**config.mk**
```make
export PLATFORM = sky130hd
export DESIGN_NAME = io_pinmux_wb_flat
export DESIGN_NICKNAME = d
export VERILOG_FILES = /design/src/rtl/pinmux_pkg.sv /design/src/rtl/io_pinmux_wb_if.sv /design/src/rtl/pinmux_pad_filter.sv /design/src/rtl/io_pinmux_wb.sv /design/src/flat_wrapper.sv
export SDC_FILE = /design/constraint.sdc
export NUM_CORES = 2
export LEC_CHECK = 0
export BUFFER_PORTS_ARGS = -buffer_cell sky130_fd_sc_hd__clkbuf_2
export CORE_MARGIN = 3
export CORE_UTILIZATION = 30
export CTS_CLUSTER_SIZE = 28
export DETAILED_ROUTE_END_ITERATION = 10
export PLACE_DENSITY = 0.5
export REMOVE_ABC_BUFFERS = 1
export SKIP_LAST_GASP = 1
export SYNTH_ARGS = -nofsm -noshare
export SYNTH_HDL_FRONTEND = slang
export SYNTH_HIERARCHICAL = 1
export SYNTH_SLANG_ARGS = --single-unit
```
**constraint.sdc**
```tcl
create_clock -name wb_clk_i -period 14.59 [get_ports wb_clk_i]
set_input_delay 2.918 -clock wb_clk_i [delete_from_list [all_inputs] [get_ports wb_clk_i]]
set_output_delay 2.918 -clock wb_clk_i [all_outputs]
set_load 0.01 [all_outputs]
```
**src/rtl/pinmux_pkg.sv**
```systemverilog
// Shared constants for the Wishbone pad multiplexer: register word offsets,
// select-field geometry and the GPIO function code.
package pinmux_pkg;

  localparam int SEL_W = 4;
  localparam logic [SEL_W-1:0] FN_GPIO = 4'd0;

  // Word offsets (byte address >> 2)
  localparam logic [5:0] OFS_CTRL        = 6'h00;
  localparam logic [5:0] OFS_SEL0        = 6'h04;
  localparam logic [5:0] OFS_IRQ_EN_LO   = 6'h10;
  localparam logic [5:0] OFS_IRQ_EN_HI   = 6'h11;
  localparam logic [5:0] OFS_IRQ_STAT_LO = 6'h12;
  localparam logic [5:0] OFS_IRQ_STAT_HI = 6'h13;
  localparam logic [5:0] OFS_PAD_IN_LO   = 6'h14;
  localparam logic [5:0] OFS_PAD_IN_HI   = 6'h15;

  function automatic int num_sel_regs(input int num_pads);
    return (num_pads + 7) / 8;
  endfunction

endpackage

```
**src/rtl/io_pinmux_wb_if.sv**
```systemverilog
// Wishbone classic slave bus used to program the pad multiplexer.
// Handshake: a request is stb&cyc while ack is low; ack pulses for exactly one
// cycle, one cycle after the request, carrying registered read data.
interface io_pinmux_wb_if;
  logic        wbs_stb_i;
  logic        wbs_cyc_i;
  logic        wbs_we_i;
  logic [3:0]  wbs_sel_i;
  logic [31:0] wbs_adr_i;
  logic [31:0] wbs_dat_i;
  logic        wbs_ack_o;
  logic [31:0] wbs_dat_o;

  modport master (
    output wbs_stb_i, wbs_cyc_i, wbs_we_i, wbs_sel_i, wbs_adr_i, wbs_dat_i,
    input  wbs_ack_o, wbs_dat_o
  );

  modport slave (
    input  wbs_stb_i, wbs_cyc_i, wbs_we_i, wbs_sel_i, wbs_adr_i, wbs_dat_i,
    output wbs_ack_o, wbs_dat_o
  );
endinterface

```
**src/rtl/pinmux_pad_filter.sv**
```systemverilog
// One pad input path: multi-flop synchroniser followed by a saturating
// debounce counter. A threshold of zero bypasses the debounce entirely.
module pinmux_pad_filter #(
  parameter int SYNC_STAGES = 2,
  parameter int DEB_W       = 8
) (
  input  logic             clk_i,
  input  logic             rst_i,
  input  logic             pad_i,
  input  logic [DEB_W-1:0] thresh_i,
  output logic             filt_o
);

  logic [SYNC_STAGES-1:0] sync_q, sync_d;
  logic [DEB_W-1:0]       cnt_q, cnt_d;
  logic                   filt_q, filt_d;
  logic                   sync_v;

  always_comb begin
    sync_d = {sync_q[SYNC_STAGES-2:0], pad_i};
    sync_v = sync_q[SYNC_STAGES-1];
    cnt_d  = cnt_q;
    filt_d = filt_q;
    if (thresh_i == '0) begin
      filt_d = sync_v;
      cnt_d  = '0;
    end else if (sync_v == filt_q) begin
      cnt_d = '0;
    end else if (cnt_q >= thresh_i - DEB_W'(1)) begin
      // This cycle is the thresh-th consecutive disagreement
      filt_d = ~filt_q;
      cnt_d  = '0;
    end else if (cnt_q != '1) begin
      cnt_d = cnt_q + DEB_W'(1);
    end
    filt_o = (thresh_i == '0) ? sync_v : filt_q;
  end

  always_ff @(posedge clk_i) begin
    if (rst_i) begin
      sync_q <= '0;
      cnt_q  <= '0;
      filt_q <= 1'b0;
    end else begin
      sync_q <= sync_d;
      cnt_q  <= cnt_d;
      filt_q <= filt_d;
    end
  end

endmodule

```
**src/rtl/io_pinmux_wb.sv**
```systemverilog
// Wishbone-programmable pad multiplexer: register file, per-pad function
// select with lock, filtered inputs to GPIO/peripherals, rising-edge IRQs.
module io_pinmux_wb
  import pinmux_pkg::*;
#(
  parameter int NUM_PADS    = 38,
  parameter int NUM_FUNCS   = 4,
  parameter int SYNC_STAGES = 2,
  parameter int DEB_W       = 8
) (
  input  logic                              wb_clk_i,
  input  logic                              wb_rst_i,
  io_pinmux_wb_if.slave                     wb,
  input  logic [NUM_PADS-1:0]               io_in,
  output logic [NUM_PADS-1:0]               io_out,
  output logic [NUM_PADS-1:0]               io_oeb,
  input  logic [NUM_PADS-1:0]               gpio_o,
  input  logic [NUM_PADS-1:0]               gpio_oe,
  output logic [NUM_PADS-1:0]               gpio_i,
  input  logic [(NUM_FUNCS-1)*NUM_PADS-1:0] fn_o,
  input  logic [(NUM_FUNCS-1)*NUM_PADS-1:0] fn_oe,
  output logic [(NUM_FUNCS-1)*NUM_PADS-1:0] fn_i,
  output logic                              irq_o
);

  localparam int NUM_SEL_REGS = num_sel_regs(NUM_PADS);

  logic                           lock_q, lock_d;
  logic [7:0]                     deb_q, deb_d;
  logic [NUM_PADS-1:0][SEL_W-1:0] sel_q, sel_d;
  logic [NUM_PADS-1:0]            en_q, en_d, stat_q, stat_d, prev_q, clr, filt;
  logic                           ack_q, ack_d, irq_q, irq_d;
  logic [31:0]                    dat_q, dat_d, rdata;
  logic                           req, wr, sel_win;
  logic [5:0]                     word;
  logic                           unused_ok;

  assign unused_ok = &{1'b0, wb.wbs_adr_i[31:8], wb.wbs_adr_i[1:0]};

  for (genvar p = 0; p < NUM_PADS; p++) begin : g_pad
    pinmux_pad_filter #(.SYNC_STAGES(SYNC_STAGES), .DEB_W(DEB_W)) u_filt (
      .clk_i    (wb_clk_i),
      .rst_i    (wb_rst_i),
      .pad_i    (io_in[p]),
      .thresh_i (DEB_W'(deb_q)),
      .filt_o   (filt[p])
    );
  end

  // Register file: writes commit on the same edge that raises ack
  always_comb begin
    req     = wb.wbs_stb_i & wb.wbs_cyc_i & ~ack_q;
    wr      = req & wb.wbs_we_i;
    word    = wb.wbs_adr_i[7:2];
    sel_win = (word >= OFS_SEL0) && (word < OFS_SEL0 + 6'(NUM_SEL_REGS));
    lock_d  = lock_q;
    deb_d   = deb_q;
    sel_d   = sel_q;
    en_d    = en_q;
    clr     = '0;
    rdata   = '0;
    if (word == OFS_CTRL) begin
      rdata = {16'h0, deb_q, 7'h0, lock_q};
      if (wr && wb.wbs_sel_i[0] && wb.wbs_dat_i[0]) lock_d = 1'b1;
      if (wr && wb.wbs_sel_i[1] && !lock_q)         deb_d  = wb.wbs_dat_i[15:8];
    end
    for (int p = 0; p < NUM_PADS; p++) begin
      if (sel_win && word == OFS_SEL0 + 6'(p / 8)) begin
        rdata[4*(p%8) +: SEL_W] = sel_q[p];
        if (wr && !lock_q && wb.wbs_sel_i[(p%8)/2])
          sel_d[p] = wb.wbs_dat_i[4*(p%8) +: SEL_W];
      end
      if (word == (p < 32 ? OFS_IRQ_EN_LO : OFS_IRQ_EN_HI)) begin
        rdata[p%32] = en_q[p];
        if (wr && wb.wbs_sel_i[(p%32)/8]) en_d[p] = wb.wbs_dat_i[p%32];
      end
      if (word == (p < 32 ? OFS_IRQ_STAT_LO : OFS_IRQ_STAT_HI)) begin
        rdata[p%32] = stat_q[p];
        if (wr && wb.wbs_sel_i[(p%32)/8]) clr[p] = wb.wbs_dat_i[p%32];
      end
      if (word == (p < 32 ? OFS_PAD_IN_LO : OFS_PAD_IN_HI))
        rdata[p%32] = filt[p];
    end
    // A new edge overrides a simultaneous W1C
    stat_d = (stat_q & ~clr) | (filt & ~prev_q & en_q);
    irq_d  = |(stat_q & en_q);
    ack_d  = req;
    dat_d  = (req && !wb.wbs_we_i) ? rdata : 32'h0;
  end

  always_ff @(posedge wb_clk_i) begin
    if (wb_rst_i) begin
      lock_q <= 1'b0;
      deb_q  <= '0;
      sel_q  <= {NUM_PADS{FN_GPIO}};
      en_q   <= '0;
      stat_q <= '0;
      prev_q <= '0;
      ack_q  <= 1'b0;
      dat_q  <= '0;
      irq_q  <= 1'b0;
    end else begin
      lock_q <= lock_d;
      deb_q  <= deb_d;
      sel_q  <= sel_d;
      en_q   <= en_d;
      stat_q <= stat_d;
      prev_q <= filt;
      ack_q  <= ack_d;
      dat_q  <= dat_d;
      irq_q  <= irq_d;
    end
  end

  // Select codes outside 1..NUM_FUNCS-1 match no function and fall back to GPIO
  always_comb begin
    io_out = gpio_o;
    io_oeb = ~gpio_oe;
    fn_i   = '1;
    for (int p = 0; p < NUM_PADS; p++) begin
      for (int f = 1; f < NUM_FUNCS; f++) begin
        if (sel_q[p] == SEL_W'(f)) begin
          io_out[p]                   = fn_o[(f-1)*NUM_PADS + p];
          io_oeb[p]                   = ~fn_oe[(f-1)*NUM_PADS + p];
          fn_i[(f-1)*NUM_PADS + p]    = filt[p];
        end
      end
    end
  end

  assign gpio_i       = filt;
  assign irq_o        = irq_q;
  assign wb.wbs_ack_o = ack_q;
  assign wb.wbs_dat_o = dat_q;

endmodule
```
**src/flat_wrapper.sv**
```systemverilog
// flat-port wrapper written by rule: the top's interface ports become plain ports
module io_pinmux_wb_flat import pinmux_pkg::*;
#(
  parameter int NUM_PADS    = 38,
  parameter int NUM_FUNCS   = 4,
  parameter int SYNC_STAGES = 2,
  parameter int DEB_W       = 8
)
  (wb_clk_i, wb_rst_i, io_in, io_out, io_oeb, gpio_o, gpio_oe, gpio_i, fn_o, fn_oe, fn_i, irq_o, wb_wbs_stb_i, wb_wbs_cyc_i, wb_wbs_we_i, wb_wbs_sel_i, wb_wbs_adr_i, wb_wbs_dat_i, wb_wbs_ack_o, wb_wbs_dat_o);
  io_pinmux_wb_if wb_i ();
  input  logic wb_clk_i;
  input  logic wb_rst_i;
  input  logic [NUM_PADS-1:0] io_in;
  output logic [NUM_PADS-1:0] io_out;
  output logic [NUM_PADS-1:0] io_oeb;
  input  logic [NUM_PADS-1:0] gpio_o;
  input  logic [NUM_PADS-1:0] gpio_oe;
  output logic [NUM_PADS-1:0] gpio_i;
  input  logic [(NUM_FUNCS-1)*NUM_PADS-1:0] fn_o;
  input  logic [(NUM_FUNCS-1)*NUM_PADS-1:0] fn_oe;
  output logic [(NUM_FUNCS-1)*NUM_PADS-1:0] fn_i;
  output logic irq_o;
  input wire logic [$bits(wb_i.wbs_stb_i)-1:0] wb_wbs_stb_i;
  input wire logic [$bits(wb_i.wbs_cyc_i)-1:0] wb_wbs_cyc_i;
  input wire logic [$bits(wb_i.wbs_we_i)-1:0] wb_wbs_we_i;
  input wire logic [$bits(wb_i.wbs_sel_i)-1:0] wb_wbs_sel_i;
  input wire logic [$bits(wb_i.wbs_adr_i)-1:0] wb_wbs_adr_i;
  input wire logic [$bits(wb_i.wbs_dat_i)-1:0] wb_wbs_dat_i;
  output wire logic [$bits(wb_i.wbs_ack_o)-1:0] wb_wbs_ack_o;
  output wire logic [$bits(wb_i.wbs_dat_o)-1:0] wb_wbs_dat_o;
  assign wb_i.wbs_stb_i = wb_wbs_stb_i;
  assign wb_i.wbs_cyc_i = wb_wbs_cyc_i;
  assign wb_i.wbs_we_i = wb_wbs_we_i;
  assign wb_i.wbs_sel_i = wb_wbs_sel_i;
  assign wb_i.wbs_adr_i = wb_wbs_adr_i;
  assign wb_i.wbs_dat_i = wb_wbs_dat_i;
  assign wb_wbs_ack_o = wb_i.wbs_ack_o;
  assign wb_wbs_dat_o = wb_i.wbs_dat_o;
  io_pinmux_wb #(.NUM_PADS(NUM_PADS), .NUM_FUNCS(NUM_FUNCS), .SYNC_STAGES(SYNC_STAGES), .DEB_W(DEB_W)) u_core (.wb_clk_i(wb_clk_i), .wb_rst_i(wb_rst_i), .wb(wb_i), .io_in(io_in), .io_out(io_out), .io_oeb(io_oeb), .gpio_o(gpio_o), .gpio_oe(gpio_oe), .gpio_i(gpio_i), .fn_o(fn_o), .fn_oe(fn_oe), .fn_i(fn_i), .irq_o(irq_o));
endmodule
```
==> results.toml <==
[sta]
fin_crit_ns = 7.65
rsz0062_at_grt = "false"
setup_tns_ns = 0
hold-worst-slack_ns = 0.431
worst-slew-pin-transition_ns = 1.13
max_freq_mhz = 131
slew_violations = 0
setup_ws_ns = 6.94
hold_viol_final = 0
skew_ns = 0.0311
slew_headroom_pct = 24.7
period_share_pct = 52.4
finalSetupViolCount = 0

[global_routing]
antenna_found_initial = 27
grt_pass1_vias = 41900
grt_overflow_total = 0
grt_max_degree = 100
grt_pass1_wl_um = 263000
grt.total_usage_pct = 21.0

[setup_path]
r2r_end = "u_core/wb.wbs_dat_o[3]"
crit_path_max_fanout = 50
cp-start-kind = "flop"
criticalPathCategory = "flop to output pin"
reg2reg_depth = 8
cp.arrival_ns = 4.73
r2r_start = "u_core/deb_q[5]"
r2r_slack_ns = 10.10
required_ns = 11.67
setup.worst_path.end_class = "output pin"

[route]
drc_errors = 0
dr.pass1.iters = 6
post_drt_wl_per_cell_um = 21.3
vias_per_cell = 5.43
dr_total_vias = 44900
drt_first_iter_violations = 3155
wirelength_um = 176000
antenna_left = 0

[logic_synthesis]
netlist-cell-type-count = 78
ys_top_cells_by_area = "dfxtp_1, ha_1, a21oi_1, nand3_1, nor2_1"
ys_ff_latch = 727
synth_cells = 5558
yosys.area.top_type_share_pct = 31.2
synth_warnings = 6
synth_edf_count = 0
synthesis.area_um2 = 46700
synthArstFlopShare_pct = 0
synth_ff_type = "dfxtp_1"
syn_area_per_cell_um2 = 8.40
ys_seq_area_share_pct = 31.2
yosys.area.top_type = "dfxtp_1"

[layout]
nNetsFinal = 6935
area_growth_pct = 18.1
mostFrequentLayoutCell = "dfxtp_1"
mostFrequentLayoutCells = "dfxtp_1, clkbuf_2, nor2_1, a21oi_1, nand3_1"
final_layout_size_suffix_gt1_share_pct = 17.8

[pwr]
cellPowerDensity_nw_per_um2 = 83.5
p_leak_nw = 23.4
p_total_w = 0.00460
peakVddDrop_uv = 82.1

[cts]
tritoncts.num_buffers = 88
cts_root_buf = "clkbuf_16"
cts.sink_count = 727
cts_setup_buffers = 0
cts_tree = "done"
cts_hold_buf = 0
cts_max_level = 3
path_clk_slew_ns = 0.06
max-clock-path-buffers = 3
clkLatencyLatePin_ns = 0.70
cts_resized = 0

[placed_design]
dp_hpwl_um = 130000
place.port_buffers = 650
place_ws_ns = 7.33
routabilityCongestion = 0.885

[floorplan]
initial_utilization_pct = 30.3
die_x_um = 400
rows = 144
core_um2 = 154000
io_pins = 677
die_h_um = 400
die_area_um2 = 160000

[hold_path]
hold_end = "u_core/g_pad[20].u_filt/sync_q[1]"
hold_path_depth = 1
hp-start = "u_core/g_pad[20].u_filt/sync_q[0]"
min_path_type = "flop to flop"

[outcome]
status = "finished, final reports clean"

[flow_run]
timing.max_cap.violations = 0
## cells in the mapped netlist (132+ instances only)
cell type	n
clkbuf_1	147
ha_1	380
xor2_1	154
mux2i_1	132
nor3_1	237
inv_1	193
a21oi_1	486
xnor2_1	226
dfxtp_1	727
nor2_1	615
nand2_1	412
nand4_1	152
nand3_1	463
## sequential cells by signal (all words and copies together), names as in the netlist
register,flops
u_core/g_pad.u_filt/filt_q,38
u_core/irq_o,1
u_core/g_pad.u_filt/sync_q,76
u_core/wb.wbs_ack_o,1
u_core/g_pad.u_filt/cnt_q,304
u_core/en_q,38
u_core/stat_q,38
u_core/deb_q,8
u_core/prev_q,38
u_core/wb.wbs_dat_o,32
u_core/lock_q,1
u_core/sel_q,152
## through the flow
step,utilization [%],instance area [um2],std cells
floorplan,-,45800,5351
global route,35.7,55100,8250
detailed placement,33.8,52100,8094
global placement,33.8,52100,8094
finish,35.7,55100,8259
CTS,35.7,55100,8247
## metal layers
metal  share of wire [%]  track usage [%]  up-vias
met5               0.038                0        -
met3                 5.9             3.34      239
met1                  45             27.8    21600
li1                    -                -    21800
met2                  46             34.9     1264
met4                 3.2             6.77       10
## how the worst max path moves through the flow
stage	from	end	slack (ns)	cells past startpoint
floorplan	u_core/deb_q[5]	fn_i[9]	5.42	6
global placement	fn_o[67]	io_out[29]	7.32	5
detailed placement	fn_o[67]	io_out[29]	7.33	5
CTS	u_core/deb_q[5]	fn_i[79]	6.90	7
global route	u_core/deb_q[5]	fn_i[79]	6.80	7
finish	u_core/deb_q[5]	fn_i[79]	6.94	7
## power by group
part / leakage (nW) / switching [W] / internal [W] / total (W)
clock: 1.48 / 0.000921 / 0.00141 / 0.00233
combinational: 16.1 / 0.000164 / 0.0000983 / 0.000262
sequential: 5.88 / 0.0000100 / 0.00200 / 0.00201
total: 23.4 / 0.00109 / 0.00351 / 0.00460
## logic make-up (layout without fill, tap and decap cells)
kind of cell / count (synthesis) / count (layout) / share of synthesized area, %
DFF: 727 / 727 / 31.2
buffers and inverters: 400 / 1045 / 3.45
muxes: 171 / 171 / 3.77
AOI/OAI and AO/OA: 1030 / 1030 / 14.8
other: 0 / 12 / 0
and+or+nand+nor: 2470 / 2470 / 29.5
xor gates and xnor gates: 380 / 380 / 7.13
adders and majority gates: 380 / 380 / 10.2
## layout make-up
| cell class | count | area, um2 |
|---|---|---|
| diodes | 12 | 30.0 |
| inverters | 193 | 724 |
| repair buffers | 699 | 3660 |
| clock inverters | 28 | 419 |
| fillers | 16100 | 99100 |
| well taps | 2044 | 2560 |
| clock buffers | 125 | 2600 |
| flip-flops and latches | 727 | 14600 |
| multi-input cells | 4431 | 30600 |
## worst max-delay path, stage by stage (launching register included)
cell	delay [ns]
dfxtp_4	0.68
buf_4	0.83
buf_4	0.72
nor4_4	0.12
mux2_2	0.48
nor3_1	0.74
nand3_1	0.15
clkbuf_2	0.16
No activity file was read; power rests on OpenSTA's default activity.
